### src/rtl/mem_bus_if.sv
// MEM-stage bus interface: routes each access either to the zero-wait scratchpad
// or to the shared system bus (request/grant, then strobe/ready), stalling the pipe meanwhile.
module mem_bus_if #(
    parameter int               SEL_W   = 3,
    parameter logic [SEL_W-1:0] SPM_SEL = 3'b011
) (
    input  logic        clk,
    input  logic        reset_,
    input  logic        stall,
    input  logic        flush,
    output logic        busy,
    input  logic [29:0] addr,
    input  logic        as_,
    input  logic        rw,
    input  logic [31:0] wr_data,
    output logic [31:0] rd_data,
    output logic [29:0] spm_addr,
    output logic        spm_as_,
    output logic        spm_rw,
    output logic [31:0] spm_wr_data,
    input  logic [31:0] spm_rd_data,
    output logic        bus_req_,
    input  logic        bus_grnt_,
    output logic [29:0] bus_addr,
    output logic        bus_as_,
    output logic        bus_rw,
    output logic [31:0] bus_wr_data,
    input  logic [31:0] bus_rd_data,
    input  logic        bus_rdy_
);

    typedef enum logic [1:0] {
        IDLE   = 2'b00,
        REQ    = 2'b01,
        ACCESS = 2'b10,
        STALL  = 2'b11
    } state_t;

    state_t      state_q,       state_d;
    logic        bus_req_q,     bus_req_d;
    logic        bus_as_q,      bus_as_d;
    logic [29:0] bus_addr_q,    bus_addr_d;
    logic        bus_rw_q,      bus_rw_d;
    logic [31:0] bus_wr_data_q, bus_wr_data_d;
    logic [31:0] rd_buf_q,      rd_buf_d;

    logic hit_s;
    logic launch_s;

    assign hit_s = (addr[29:30-SEL_W] == SPM_SEL);
    // No access is started while reset is held, so nothing leaks out during reset.
    assign launch_s = (state_q == IDLE) && !flush && !as_ && reset_;

    assign spm_addr    = addr;
    assign spm_rw      = rw;
    assign spm_wr_data = wr_data;
    assign spm_as_     = !(launch_s && hit_s);

    assign bus_req_    = bus_req_q;
    assign bus_as_     = bus_as_q;
    assign bus_addr    = bus_addr_q;
    assign bus_rw      = bus_rw_q;
    assign bus_wr_data = bus_wr_data_q;

    // State and bus master registers with synchronous active-low reset.
    always_ff @(posedge clk) begin
        if (!reset_) begin
            state_q       <= IDLE;
            bus_req_q     <= 1'b1;
            bus_as_q      <= 1'b1;
            bus_addr_q    <= 30'h0;
            bus_rw_q      <= 1'b1;
            bus_wr_data_q <= 32'h0;
            rd_buf_q      <= 32'h0;
        end else begin
            state_q       <= state_d;
            bus_req_q     <= bus_req_d;
            bus_as_q      <= bus_as_d;
            bus_addr_q    <= bus_addr_d;
            bus_rw_q      <= bus_rw_d;
            bus_wr_data_q <= bus_wr_data_d;
            rd_buf_q      <= rd_buf_d;
        end
    end

    // Next-state, bus register updates and the combinational busy/rd_data outputs.
    always_comb begin
        state_d       = state_q;
        bus_req_d     = bus_req_q;
        bus_as_d      = bus_as_q;
        bus_addr_d    = bus_addr_q;
        bus_rw_d      = bus_rw_q;
        bus_wr_data_d = bus_wr_data_q;
        rd_buf_d      = rd_buf_q;
        busy          = 1'b0;
        rd_data       = 32'h0;

        case (state_q)
            IDLE: begin
                if (launch_s) begin
                    if (hit_s) begin
                        rd_data = spm_rd_data;
                    end else begin
                        busy          = 1'b1;
                        bus_req_d     = 1'b0;
                        bus_addr_d    = addr;
                        bus_rw_d      = rw;
                        bus_wr_data_d = wr_data;
                        state_d       = REQ;
                    end
                end else begin
                    busy    = 1'b0;
                    rd_data = 32'h0;
                end
            end
            REQ: begin
                busy = 1'b1;
                if (!bus_grnt_) begin
                    bus_as_d = 1'b0;
                    state_d  = ACCESS;
                end else begin
                    bus_req_d = 1'b0;
                    state_d   = REQ;
                end
            end
            ACCESS: begin
                // The strobe is only ever asserted for the first ACCESS cycle.
                bus_as_d = 1'b1;
                busy     = bus_rdy_;
                if (!bus_rdy_) begin
                    rd_data       = bus_rd_data;
                    bus_req_d     = 1'b1;
                    rd_buf_d      = bus_rd_data;
                    bus_addr_d    = 30'h0;
                    bus_rw_d      = 1'b1;
                    bus_wr_data_d = 32'h0;
                    if (stall) begin
                        state_d = STALL;
                    end else begin
                        state_d = IDLE;
                    end
                end else begin
                    state_d = ACCESS;
                end
            end
            STALL: begin
                rd_data = rd_buf_q;
                if (!stall) begin
                    state_d = IDLE;
                end else begin
                    state_d = STALL;
                end
            end
            default: begin
                state_d   = IDLE;
                bus_req_d = 1'b1;
                bus_as_d  = 1'b1;
            end
        endcase
    end

endmodule

### config.mk
export PLATFORM = sky130hd
export DESIGN_NAME = mem_bus_if
export DESIGN_NICKNAME = d
export VERILOG_FILES = /design/src/rtl/mem_bus_if.sv
export SDC_FILE = /design/constraint.sdc
export NUM_CORES = 1
export LEC_CHECK = 0
export ABC_CLOCK_PERIOD_IN_PS = 2600
export CORE_ASPECT_RATIO = 0.75
export CORE_MARGIN = 5
export CORE_UTILIZATION = 30
export DETAILED_ROUTE_END_ITERATION = 16
export DONT_BUFFER_PORTS = 1
export PLACE_DENSITY = 0.45
export SETUP_SLACK_MARGIN = 0.3
export SYNTH_ARGS = -nofsm -noshare
export SYNTH_HDL_FRONTEND = slang
export SYNTH_SLANG_ARGS = --single-unit
### constraint.sdc
create_clock -name clk -period 2.6 [get_ports clk]
set_clock_uncertainty 0.05 [all_clocks]
set_input_delay 0 -clock clk [delete_from_list [all_inputs] [get_ports clk]]
set_output_delay 0 -clock clk [all_outputs]
set_load 0.02 [all_outputs]
=== Yosys cells after proc, flatten, opt, wreduce, memory -nomap -nowiden ===
Index checks and enable logic that the tools add are counted.

* Output and inout port bits: 162
* Memories kept: 0
* Bits in read-only memories: 0
* Bits in latches: 0
* Memory bits (writable): 0
* Word-level logic and storage cells: 64
* Flip-flop bits (word level): 99

* $lt $le $gt $ge: 0
* Shift operators: 0
* Div/mod/pow operators: 0
* Bitwise logic cells: 1
* Multipliers: 0
* Reductions and logical operators: 16
* Multiplexer cells: 31
* Equal/unequal tests: 9
* $add $sub $neg: 0

{| class="wikitable"
|+ Operator list
! operator !! count
|-
| 2-to-1 mux 32 bit || 6
|-
| one-hot mux 32 bit (3 select lines) || 1
|-
| 2-to-1 mux 30 bit || 3
|-
| one-hot mux 32 bit (2 select lines) || 1
|-
| one-hot mux 30 bit (2 select lines) || 1
|-
| 2-to-1 mux 2 bit || 5
|-
| != test 2 bit (second input constant) || 5
|-
| 2-to-1 mux 1 bit || 9
|-
| one-hot mux 2 bit (4 select lines) || 1
|-
| one-hot mux 1 bit (3 select lines) || 2
|-
| AND reduction 2 bit || 3
|-
| AND reduction 5 bit || 1
|-
| == test 2 bit (second input constant) || 2
|-
| logical AND 1 bit || 4
|-
| one-hot mux 1 bit (2 select lines) || 2
|-
| AND reduction 4 bit || 1
|-
| nonzero test 2 bit || 2
|-
| == test 3 x 2 -> 1 bit (second input constant) || 1
|-
| zero test 1 bit || 3
|-
| nonzero test 3 bit || 1
|-
| == test 2 x 1 -> 1 bit (second input constant) || 1
|-
| zero test 2 bit || 1
|-
| NOT 1 bit || 1
|}

=== Logic depth before layout (Yosys ltp) ===
Gate-level depths: netlist (run 1).

* Word-level depth: 6
* Mapped depth: 6

=== Worst setup path before layout (run 1) ===
OpenSTA, ideal clock, no wires.

* Path type: reg2reg
* Start: register state_q[0]
* End: register bus_addr_q[0] (netlist: bus_addr[0])
* Clock period less this slack: 1.970 ns
* Path buffers: 2
* Cell stages (with the launch flop): 6
* Path slack: 0.630 ns
* Data required time: 2.429 ns
* Data arrival time: 1.799 ns
* Cells stage by stage: dfxtp_1 > or4b_4 > or3_1 > buf_4 > buf_6 > mux2_4

* Cells in the longest elaborated chain, start to end: 6
* Elaborated cells between the ends (all ways): 11
* Those cells by class: 4 x eq/ne; 1 x mux; 6 x reduce/logical

{| class="wikitable"
|+ Ends and longest elaborated chain
! item !! RTL line !! source
|-
| start: declaration || 39 || <nowiki>state_t state_q, state_d;</nowiki>
|-
| start signal: assignment || 76 || <nowiki>state_q <= state_d;</nowiki>
|-
| zero test 2 bit || 52, 98 ||
|-
| logical AND 1 bit (3 in series) || 52 || <nowiki>assign launch_s = (state_q == IDLE) && !flush && !as_ && reset_;</nowiki>
|-
| != test 2 bit (no line) || n/a ||
|-
| AND reduction 4 bit (no line) || n/a ||
|-
| end signal: assignment || 79 || <nowiki>bus_addr_q <= bus_addr_d;</nowiki>
|-
| end: declaration || 42 || <nowiki>logic [29:0] bus_addr_q, bus_addr_d;</nowiki>
|}

Parallel ways exist; a longest one is shown, timed or not.
A chain may end at the register's enable or synchronous reset.

=== Worst setup path in the final report (run 1) ===
* Start: register state_q[0]
* End: register bus_wr_data_q[21] (netlist: bus_wr_data[21])

* Cells in the longest elaborated chain, start to end: 6
* Elaborated cells between the ends (all ways): 11
* Those cells by class: 4 x eq/ne; 1 x mux; 6 x reduce/logical

{| class="wikitable"
|+ Ends and longest elaborated chain
! item !! RTL line !! source
|-
| zero test 2 bit || 52, 98 ||
|-
| logical AND 1 bit (3 in series) || 52 ||
|-
| != test 2 bit (no line) || n/a ||
|-
| AND reduction 4 bit (no line) || n/a ||
|-
| end signal: assignment || 81 || <nowiki>bus_wr_data_q <= bus_wr_data_d;</nowiki>
|-
| end: declaration || 44 || <nowiki>logic [31:0] bus_wr_data_q, bus_wr_data_d;</nowiki>
|}

Parallel ways exist; a longest one is shown, timed or not.

==> results of run 1 <==
==> power groups by stage <==
stage / Combinational [mW] / Sequential (mW) / Clock (mW)
finish: 0.517 / 1.68 / 1.51
global route: 0.556 / 1.68 / 1.64
CTS: 0.519 / 1.68 / 1.57
detailed placement: 0.266 / 1.71 / 0
global placement: 0.258 / 1.71 / 0
floorplan: 0.395 / 1.69 / 0
==> final cells by class <==
cell class,count,share of cell area (%)
inverters,2,0.1129
clock inverters,7,1.599
flip-flops and latches,99,29.83
multi-input cells,395,41.53
repair buffers,123,18.94
well taps,242,4.552
clock buffers,9,3.386
diodes,1,0.03762
==> metal layers <==
layer | vias up | GRT usage (%) | wire [um]
met5 | - | 0 | 0
met4 | 0 | 4.316 | 252
met3 | 16 | 5.288 | 1193
met2 | 167 | 25.48 | 7957
met1 | 2040 | 17.50 | 6956
li1 | 2082 | - | -
==> timing repair <==
item	CTS	global route
setup buffers	0	0
endpoints found under the setup margin	0	12
hold buffers	113	0
gates resized for setup	0	3
hold endpoints to repair	162	0
==> sequential cells by signal, summed over array words and instances (netlist names) <==
name         count
bus_req_         1
bus_addr        30
rd_buf_q        32
state_q          2
bus_rw           1
bus_as_          1
bus_wr_data     32
==> kinds of logic (layout without fill, tap and decap cells) <==
kind of cell / Yosys count / after routing / synth area share, %
AOI/OAI and AO/OA: 107 / 107 / 13.72
buffers and inverters: 120 / 141 / 13.37
DFF: 99 / 99 / 36.33
and+or+nand+nor: 226 / 226 / 21.12
other: 0 / 1 / 0
muxes: 62 / 62 / 15.46
==> worst max-delay path, stage by stage, from the launching register on <==
cell and delay [ns]:
sky130_fd_sc_hd__dfxtp_2 0.33, sky130_fd_sc_hd__or4b_4 0.57, sky130_fd_sc_hd__or3_4 0.54, sky130_fd_sc_hd__buf_12 0.24
sky130_fd_sc_hd__mux2_4 0.31
==> through the flow <==
stage / setup WS (ns) / cell area (um^2) / std cells
floorplan: 0.6301 / 5455 / 614
CTS: 0.3114 / 6638 / 877
global route: 0.3368 / 6649 / 877
global placement: 0.4587 / 5157 / 748
detailed placement: 0.4185 / 5157 / 748
finish: 0.4197 / 6651 / 878
==> worst paths after layout <==
kind	startpoint	depth (start not counted)	end
max	state_q[0]	4	bus_wr_data[21]
min	bus_rdy_	3	state_q[1]
max reg2reg	state_q[0]	4	bus_wr_data[21]
min reg2reg	rd_buf_q[30]	2	rd_buf_q[30]
==> placed cells by master, fill, tap and decap left out, types with 3 or more instances in the layout <==
cell type                       count
sky130_fd_sc_hd__mux2_4            44
sky130_fd_sc_hd__dfxtp_1           97
sky130_fd_sc_hd__mux2i_1           16
sky130_fd_sc_hd__clkbuf_16          9
sky130_fd_sc_hd__dlygate4sd3_1    112
sky130_fd_sc_hd__nand2_1           98
sky130_fd_sc_hd__a22o_1            32
sky130_fd_sc_hd__buf_6              3
sky130_fd_sc_hd__a21boi_0          33
sky130_fd_sc_hd__and3_1            46
sky130_fd_sc_hd__buf_4              5
sky130_fd_sc_hd__nand2b_1          34
sky130_fd_sc_hd__nand3_1           34
sky130_fd_sc_hd__o21ai_0           37
==> PnR_summary.wiki, run 1 <==
{| class="wikitable"
! Metric !! Value
|-
| Total net switching power || 1.018 mW
|-
| Filler instances || around 1,800
|-
| Clock Tree Root || sky130_fd_sc_hd__clkbuf_16
|-
| Final-report setup violation count || 0
|-
| Synth Warn # || 0
|-
| Final layout net count || 764
|-
| Most used DFF post-synth || sky130_fd_sc_hd__dfxtp_1
|-
| Largest net degree at the start of global routing || 118
|-
| Fraction of power consumed by sequential logic || 45.2%
|-
| Fraction of synthesized cell area taken by the top area cell type || 36.33%
|-
| Worst Path Required || between 2 and 3 ns
|-
| Status || completed
|-
| Area of the core || 17,760 um^2
|-
| Setup repair after global routing missed its margin || false
|-
| Final ANT Viol Nets || 0
|-
| Sinks on Clock Net || 99
|-
| Total number of vias || 4,305
|-
| Sum Neg Setup Slack || 0 ns
|-
| Signal arrival time at the worst endpoint || 2.37 ns
|-
| Number of global-route vias before repair || about 4,500
|-
| Die width || between 150 and 200 um
|-
| Post-synthesis area per instance || a little under 9 um^2
|-
| Area growth from synthesis to final layout || 21.93%
|-
| Proportion of layout cells with a drive suffix above 1 || 12.91%
|-
| Number of synthesized register bits || 99
|-
| Half-perimeter wire length after placement || 9968 um
|-
| Synth area leaders || sky130_fd_sc_hd__dfxtp_1, sky130_fd_sc_hd__mux2_4, sky130_fd_sc_hd__buf_4
|-
| Routed length per instance || approximately 19 um
|-
| Sequential element share of the synthesized area || 36.33%
|-
| Type of element launching the critical path || register
|-
| Most repeated cell in the gate-level netlist after synthesis || sky130_fd_sc_hd__dfxtp_1
|-
| Number of placement rows || 42
|-
| EDFF count, synth || 0
|-
| Cell type with the largest total area after synthesis || sky130_fd_sc_hd__dfxtp_1
|-
| Synth Net Count || 748
|-
| Final period util || 83.86%
|-
| Total overflow reported by the global router || 0
|-
| Comb pwr share || 13.9%
|-
| Cell types with the highest counts after synthesis || sky130_fd_sc_hd__dfxtp_1, sky130_fd_sc_hd__nand2_1, sky130_fd_sc_hd__buf_4
|-
| Vertical extent of the die || between 100 and 150 um
|-
| FF/Latch Area || 1984 um^2
|-
| Final routed wirelength across all metal layers || 16,360 um
|-
| CP Class || register to register
|-
| Vias per inst || 4.903
|-
| Final hold slack || 0.01893 ns
|-
| Largest fanout on the critical path || 31
|-
| Clock network fraction of design power || roughly 40%
|-
| Min Clock Period, post-route || between 2 and 2.5 ns
|-
| Gp weighted congestion || about 0.70
|-
| Slew @ Worst Pin || 0.9256 ns
|-
| Post-synth design cell area || 5455 um^2
|-
| Clock edge transition at the registers on the reported setup and hold paths || 0.07 ns
|-
| Overall power after layout || approximately 3.7 mW
|-
| Source-to-sink clock delay at the later pin of the worst-skew pair || 0.34 ns
|-
| Cell-internal power || 2.688 mW
|-
| Max Cap Violations || 0
|-
| Max_slew headroom || 38.30%
|-
| Async S/R FF share, synth || 0%
|-
| Hold violation total from the final report || 0
|-
| Total leakage power || 2.791 nW
|-
| Multi-input gate area || 2763 um^2
|-
| CTS Buf Count || 9
|-
| Initial antenna violation count || 0
|-
| Final Max Slew Viols || 0
|-
| Number of instances in the synthesized netlist || 614
|-
| Maximum clock frequency || 0.4587 GHz
|-
| Count of port buffers added during placement || 0
|-
| I/O pin count || ~300
|-
| Worst setup EP type || register
|-
| Max IR drop VDD || between 0.2 and 0.3 mV
|-
| Total routing usage reported by global routing || 14.80%
|-
| Initial DRT Pass Iterations || 4
|-
| Wire length of the first global-routing pass || approximately 26,000 um
|-
| Maximum level of the CTS H-tree || 3
|-
| Max Buffers Root-to-Sink || 2
|-
| Distinct cell type count after synthesis || 34
|-
| Initial core utilization || 30.71%
|-
| Die area || 21,010 um^2
|-
| Drt first-iter violations || 212
|-
| Tightest Hold Check Type || input pin to register
|-
| Post-route core utilization || between 30% and 40%
|-
| Clock tree from TritonCTS || yes
|-
| Worst reg-to-reg setup slack || 0.42 ns
|-
| Drt drc || 0
|-
| Switching Share || approximately 27%
|-
| Cell area power density || 557.1 nW/um^2
|}
Note: power is estimated with default switching activity, not from simulation.
==> run 2: changes to the inputs <==
- ABC_CLOCK_PERIOD_IN_PS: 2600 -> 2000
- PLACE_DENSITY: 0.45 -> 0.46
- clock period: 2.6 -> 2 ns (I/O delays scaled with it)
==> PnR_summary.wiki, run 2 (synthesis results as in run 1) <==
{| class="wikitable"
! Metric !! Value
|-
| Setup repair after global routing missed its margin || true
|-
| Filler instances || 1,732
|-
| Die width || between 150 and 200 um
|-
| Max Buffers Root-to-Sink || 2
|-
| Pre-CTS setup slack || 0.1201 ns
|-
| Status || finished, violations left
|-
| Maximum level of the CTS H-tree || 3
|-
| Die area || between 20,000 and 25,000 um^2
|-
| Clock Tree Root || sky130_fd_sc_hd__clkbuf_16
|-
| I/O pin count || between 200 and 300
|-
| Worst setup EP type || output pin
|-
| Endpoint of the worst hold-timing path || bus_as_
|-
| Vertical extent of the die || 126.8 um
|-
| Vias per inst || 5.112
|-
| Met2 Track Usage GR || 27.54%
|-
| Max Cap Violations || 0
|-
| Source of the worst hold timing path || reset_
|-
| Total leakage power || 3.199 nW
|-
| Total routing usage reported by global routing || ~16%
|-
| Drt drc || 0
|-
| Global routing met1 resource utilization || 18.60%
|-
| Gp weighted congestion || 0.7300
|-
| Largest net degree at the start of global routing || 120
|-
| Clock network fraction of design power || a little under two fifths
|-
| R2R depth || 5
|-
| Final-report setup violation count || just over 80
|-
| Total net switching power || 1.274 mW
|-
| Layer with the highest usage after global routing || met2
|-
| Multi-input gate area || 2985 um^2
|-
| Maximum clock frequency || 0.4650 GHz
|-
| Cell-internal power || 3.460 mW
|-
| Number of placement rows || 42
|-
| Met3 usage || under 10%
|-
| Max IR drop VDD || around 0.37 mV
|-
| Worst r2r src || state_q[0]
|-
| Number of instances on the worst hold path || 1
|-
| Worst r2r dst || bus_addr[18]
|-
| Area of the core || 17,760 um^2
|-
| Worst Path Required || 1.95 ns
|-
| Number of global-route vias before repair || 4,560
|-
| Max_slew headroom || 63.18%
|-
| Fraction of power consumed by sequential logic || a little under half
|-
| Largest fanout on the critical path || 8
|-
| Worst reg-to-reg setup slack || -0.09 ns
|-
| Final Max Slew Viols || 0
|-
| Final layout net count || 782
|-
| Total overflow reported by the global router || 0
|-
| Cell area power density || roughly 650 nW/um^2
|-
| Most common library cell in the layout ignoring fill and taps || sky130_fd_sc_hd__nand2_1
|-
| Sinks on Clock Net || 99
|-
| Initial core utilization || between 30 and 40%
|-
| Clock edge transition at the registers on the reported setup and hold paths || 0.07 ns
|-
| Violations in the final reports || negative hold slack, negative setup slack
|-
| Count of port buffers added during placement || 0
|-
| Wire length of the first global-routing pass || roughly 27,000 um
|-
| Final routed wirelength across all metal layers || 19,200 um
|-
| Drt first-iter violations || 248
|-
| Final hold slack || -0.2449 ns
|-
| CTS Buf Count || 9
|-
| Switching Share || a little over a quarter
|-
| Min Clock Period, post-route || 2.150 ns
|-
| Tightest Hold Check Type || input pin to register
|-
| Half-perimeter wire length after placement || about 10,000 um
|-
| Antenna fix cells || 0
|-
| Initial antenna violation count || 0
|-
| Routed length per instance || 21.46 um
|-
| Proportion of layout cells with a drive suffix above 1 || 21.75%
|-
| Final period util || 107.5%
|-
| Type of element launching the critical path || register
|-
| Final ANT Viol Nets || 0
|-
| Cts-stage hold buffer count || 95
|-
| Total number of vias || 4,575
|-
| Signal arrival time at the worst endpoint || 2.10 ns
|-
| Sum Neg Setup Slack || -5.214 ns
|-
| Comb pwr share || 16.0%
|-
| Area growth from synthesis to final layout || 34.52%
|-
| FF/Latch Area || between 1500 and 2000 um^2
|-
| Hold violation total from the final report || 99
|-
| Post-layout worst setup margin || -0.1504 ns
|-
| Clock tree from TritonCTS || yes
|-
| Initial DRT Pass Iterations || 4
|-
| Slew @ Worst Pin || 0.5524 ns
|-
| Source-to-sink clock delay at the later pin of the worst-skew pair || 0.34 ns
|-
| Most frequent cells in the layout || sky130_fd_sc_hd__nand2_1, sky130_fd_sc_hd__dfxtp_1, sky130_fd_sc_hd__dlygate4sd3_1, sky130_fd_sc_hd__and3_1, sky130_fd_sc_hd__mux2_4
|-
| CP Class || register to output pin
|}
run 2: cell type report:
type                    instances  area share (%)
clock buffers                  11           3.308
clock inverters                 5          0.8184
inverters                       2          0.1364
multi-input cells             397           40.68
flip-flops and latches         99           27.08
well taps                     242           4.126
repair buffers                139           23.85
run 2: worst max-delay path, stage by stage, from the launching register on:
cell and delay [ns]:
sky130_fd_sc_hd__dfxtp_2 0.32, sky130_fd_sc_hd__or4b_4 0.49, sky130_fd_sc_hd__buf_6 0.14, sky130_fd_sc_hd__nor3b_4 0.20, sky130_fd_sc_hd__buf_6 0.16, sky130_fd_sc_hd__clkbuf_16 0.16
sky130_fd_sc_hd__a22o_1 0.29
run 2: through the flow:
stage	cell area, um^2	utilization (%)	std cells	power [mW]	hold WS [ns]
2_1_floorplan	5482	-	614	2.721	0.06259
5_1_grt	7338	41.31	895	4.932	-0.3176
3_5_place_dp	5200	29.28	752	2.574	-0.04985
3_3_place_gp	5200	29.28	752	2.564	-0.04985
6_report	7338	41.31	895	4.734	-0.2449
4_1_cts	6970	39.24	886	4.766	-0.3400
run 2: routing by layer:
| metal | vias up | share of wire [%] |
|---|---|---|
| met5 | - | 0 |
| met4 | 0 | 1.2 |
| li1 | 2122 | - |
| met1 | 2246 | 41 |
| met2 | 193 | 50 |
| met3 | 14 | 8.0 |
run 2: worst max path at each step:
stage	depth (start not counted)	end	startpoint	slack (ns)
finish	6	rd_data[11]	state_q[0]	-0.15
floorplan	5	bus_addr[0]	state_q[0]	0.12
CTS	7	rd_data[10]	state_q[0]	-0.13
global route	6	rd_data[11]	state_q[0]	-0.23
global placement	4	bus_wr_data[15]	state_q[0]	0.13
detailed placement	4	bus_wr_data[15]	state_q[0]	0.12
run 2: power groups by stage:
| stage | registers (mW) | clock network [mW] | logic (mW) |
|---|---|---|---|
| final | 2.18 | 1.80 | 0.755 |
| after global routing | 2.19 | 1.94 | 0.803 |
| after CTS | 2.18 | 1.87 | 0.712 |
| after detailed placement | 2.23 | 0 | 0.347 |
| after global placement | 2.23 | 0 | 0.336 |
| after floorplan | 2.20 | 0 | 0.518 |
run 2: repair_timing:
action | in CTS | in global routing
resized for setup | 37 | 51
endpoints found under the hold margin | 162 | 99
buffers inserted | 13 | 2
endpoints found under the setup margin | 131 | 129
cloned | 10 | 7
pin swaps | 1 | 7
==> run 3: changes to the inputs <==
- CORE_AREA: not set -> 5 5 112 114
- CORE_ASPECT_RATIO: 0.75 -> not set
- CORE_MARGIN: 5 -> not set
- CORE_UTILIZATION: 30 -> not set
- DIE_AREA: not set -> 0 0 117 119
- PLACE_DENSITY: 0.46 -> 0.66
==> PnR_summary.wiki, run 3 (synthesis results as in run 1) <==
{| class="wikitable"
! Metric !! Value
|-
| Status || finished, violations left
|-
| Violations in the final reports || negative hold slack, negative setup slack
|-
| Largest fanout on the critical path || 8
|-
| Signal arrival time at the worst endpoint || 2.02 ns
|-
| Max Cap Violations || 0
|-
| Final ANT Viol Nets || 0
|-
| Total number of vias || 4,647
|-
| Maximum level of the CTS H-tree || 3
|-
| Final layout net count || 773
|-
| Gp weighted congestion || 0.7159
|-
| Setup repair after global routing missed its margin || true
|-
| Source-to-sink clock delay at the later pin of the worst-skew pair || 0.34 ns
|-
| Max Buffers Root-to-Sink || 2
|-
| Tightest Hold Check Type || input pin to register
|-
| Initial DRT Pass Iterations || 6
|-
| Initial antenna violation count || 0
|-
| Max IR drop VDD || 0.7778 mV
|-
| Sinks on Clock Net || 99
|-
| Crit path cell chain || or4b_4, buf_6, nor3b_4, buf_12, clkbuf_16, a22o_4
|-
| Area of the core || 11,320 um^2
|-
| Clock tree from TritonCTS || yes
|-
| Clock Tree Root || sky130_fd_sc_hd__clkbuf_16
|-
| FF/Latch Area || 1987 um^2
|-
| Final hold slack || -0.2854 ns
|-
| Maximum clock frequency || 0.4838 GHz
|-
| Final Max Slew Viols || 0
|-
| Multi-input gate area || 3074 um^2
|-
| Area growth from synthesis to final layout || 32.11%
|-
| Worst Path Required || 1.95 ns
|-
| Critical Path Max Stage Delay || 0.49 ns
|-
| CTS Buf Count || 9
|-
| Count of port buffers added during placement || 0
|-
| Number of global-route vias before repair || 4,583
|-
| Hold violation total from the final report || 99
|-
| Vias per inst || 5.905
|-
| Post-layout worst setup margin || -0.06692 ns
|-
| Die width || 117 um
|-
| Wire length of the first global-routing pass || approximately 24,000 um
|-
| Drt first-iter violations || 269
|-
| Die area || 13,920 um^2
|-
| Master of the slowest instance on the critical path || sky130_fd_sc_hd__or4b_4
|-
| Worst path buffer plus inverter count || 3
|-
| Final-report setup violation count || 46
|-
| Type of element launching the critical path || register
|-
| Routed length per instance || around 23 um
|-
| Min Clock Period, post-route || approximately 2.1 ns
|-
| Total leakage power || 3.222 nW
|-
| Final period util || 103.3%
|-
| Cell area power density || 685.8 nW/um^2
|-
| Total routing usage reported by global routing || 21.85%
|-
| I/O pin count || a little under 300
|-
| Drt drc || 0
|-
| Proportion of layout cells with a drive suffix above 1 || 21.74%
|-
| Half-perimeter wire length after placement || a little over 9000 um
|-
| Max_slew headroom || 69.39%
|-
| Most frequent cells in the layout || sky130_fd_sc_hd__nand2_1, sky130_fd_sc_hd__dfxtp_1, sky130_fd_sc_hd__dlygate4sd3_1, sky130_fd_sc_hd__and3_1, sky130_fd_sc_hd__mux2_4
|-
| Filler instances || 897
|-
| Most common library cell in the layout ignoring fill and taps || sky130_fd_sc_hd__nand2_1
|-
| Clock edge transition at the registers on the reported setup and hold paths || 0.07 ns
|-
| Slew @ Worst Pin || 0.4592 ns
|-
| Layout Cell Area excl Fill || 7207 um^2
|-
| Overall power after layout || 4.943 mW
|-
| Crit path max-delay family || simple AND/OR/NAND/NOR gates
|-
| Initial core utilization || 48.19%
|-
| Largest net degree at the start of global routing || 120
|-
| Worst setup EP type || output pin
|-
| Cts-stage hold buffer count || 95
|-
| Vertical extent of the die || 119 um
|-
| Placement-stage cell area || around 5000 um^2
|-
| Final routed wirelength across all metal layers || 18,290 um
|-
| Number of placement rows || 39
|-
| Antenna fix cells || 0
|-
| CP Class || register to output pin
|-
| Total overflow reported by the global router || 0
|}
-- run 3: through the flow --
step	worst slack (ns)	util, %	hold WS (ns)	setup TNS, ns	instances
2_1_floorplan	0.1232	-	0.06259	0	614
3_5_place_dp	0.08871	44.57	-0.04985	0	649
6_report	-0.06692	63.66	-0.2854	-1.832	787
5_1_grt	-0.1349	63.66	-0.3193	-4.653	787
3_3_place_gp	0.1393	44.57	-0.04985	0	649
4_1_cts	-0.08782	58.73	-0.3296	-2.655	773
-- run 3: worst paths after layout --
path	startpoint	to	slack (ns)	depth (start not counted)
hold / removal	reset_	bus_as_	-0.29	1
setup / recovery	state_q[0]	rd_data[20]	-0.07	6
setup reg to reg	state_q[0]	bus_addr[14]	-0.01	5
hold reg to reg	rd_buf_q[5]	rd_buf_q[5]	0.41	2
-- run 3: report_power, final --
part	switching, mW	internal, mW
registers	0.133	2.04
logic	0.355	0.397
clock network	0.787	1.23
-- run 3: routing by layer --
layer / part of all wire, % / routed length, um / vias to the layer above / global-route usage, %
met3: 9.3 / 1702 / 39 / 6.237
met1: 38 / 6870 / 2237 / 24.39
li1: - / - / 2102 / -
met2: 51 / 9298 / 269 / 39.12
met4: 2.3 / 422 / 0 / 7.527
met5: 0 / 0 / - / 0
-- run 3: timing repair --
| item | 4_1_cts | 5_1_grt |
|---|---|---|
| pin swaps | 2 | 27 |
| resized for setup | 31 | 54 |
| buffers inserted | 7 | 5 |
| cloned | 6 | 9 |
| hold endpoints to repair | 162 | 99 |
| endpoints found under the setup margin | 124 | 117 |
-- run 3: layout make-up --
class	instances	area share, %
multi-input combinational	397	42.66
sequential	99	27.57
timing repair buffer	130	22.43
clock buffer	10	3.177
tap	143	2.483
clock inverter	6	1.580
inverter	2	0.1042
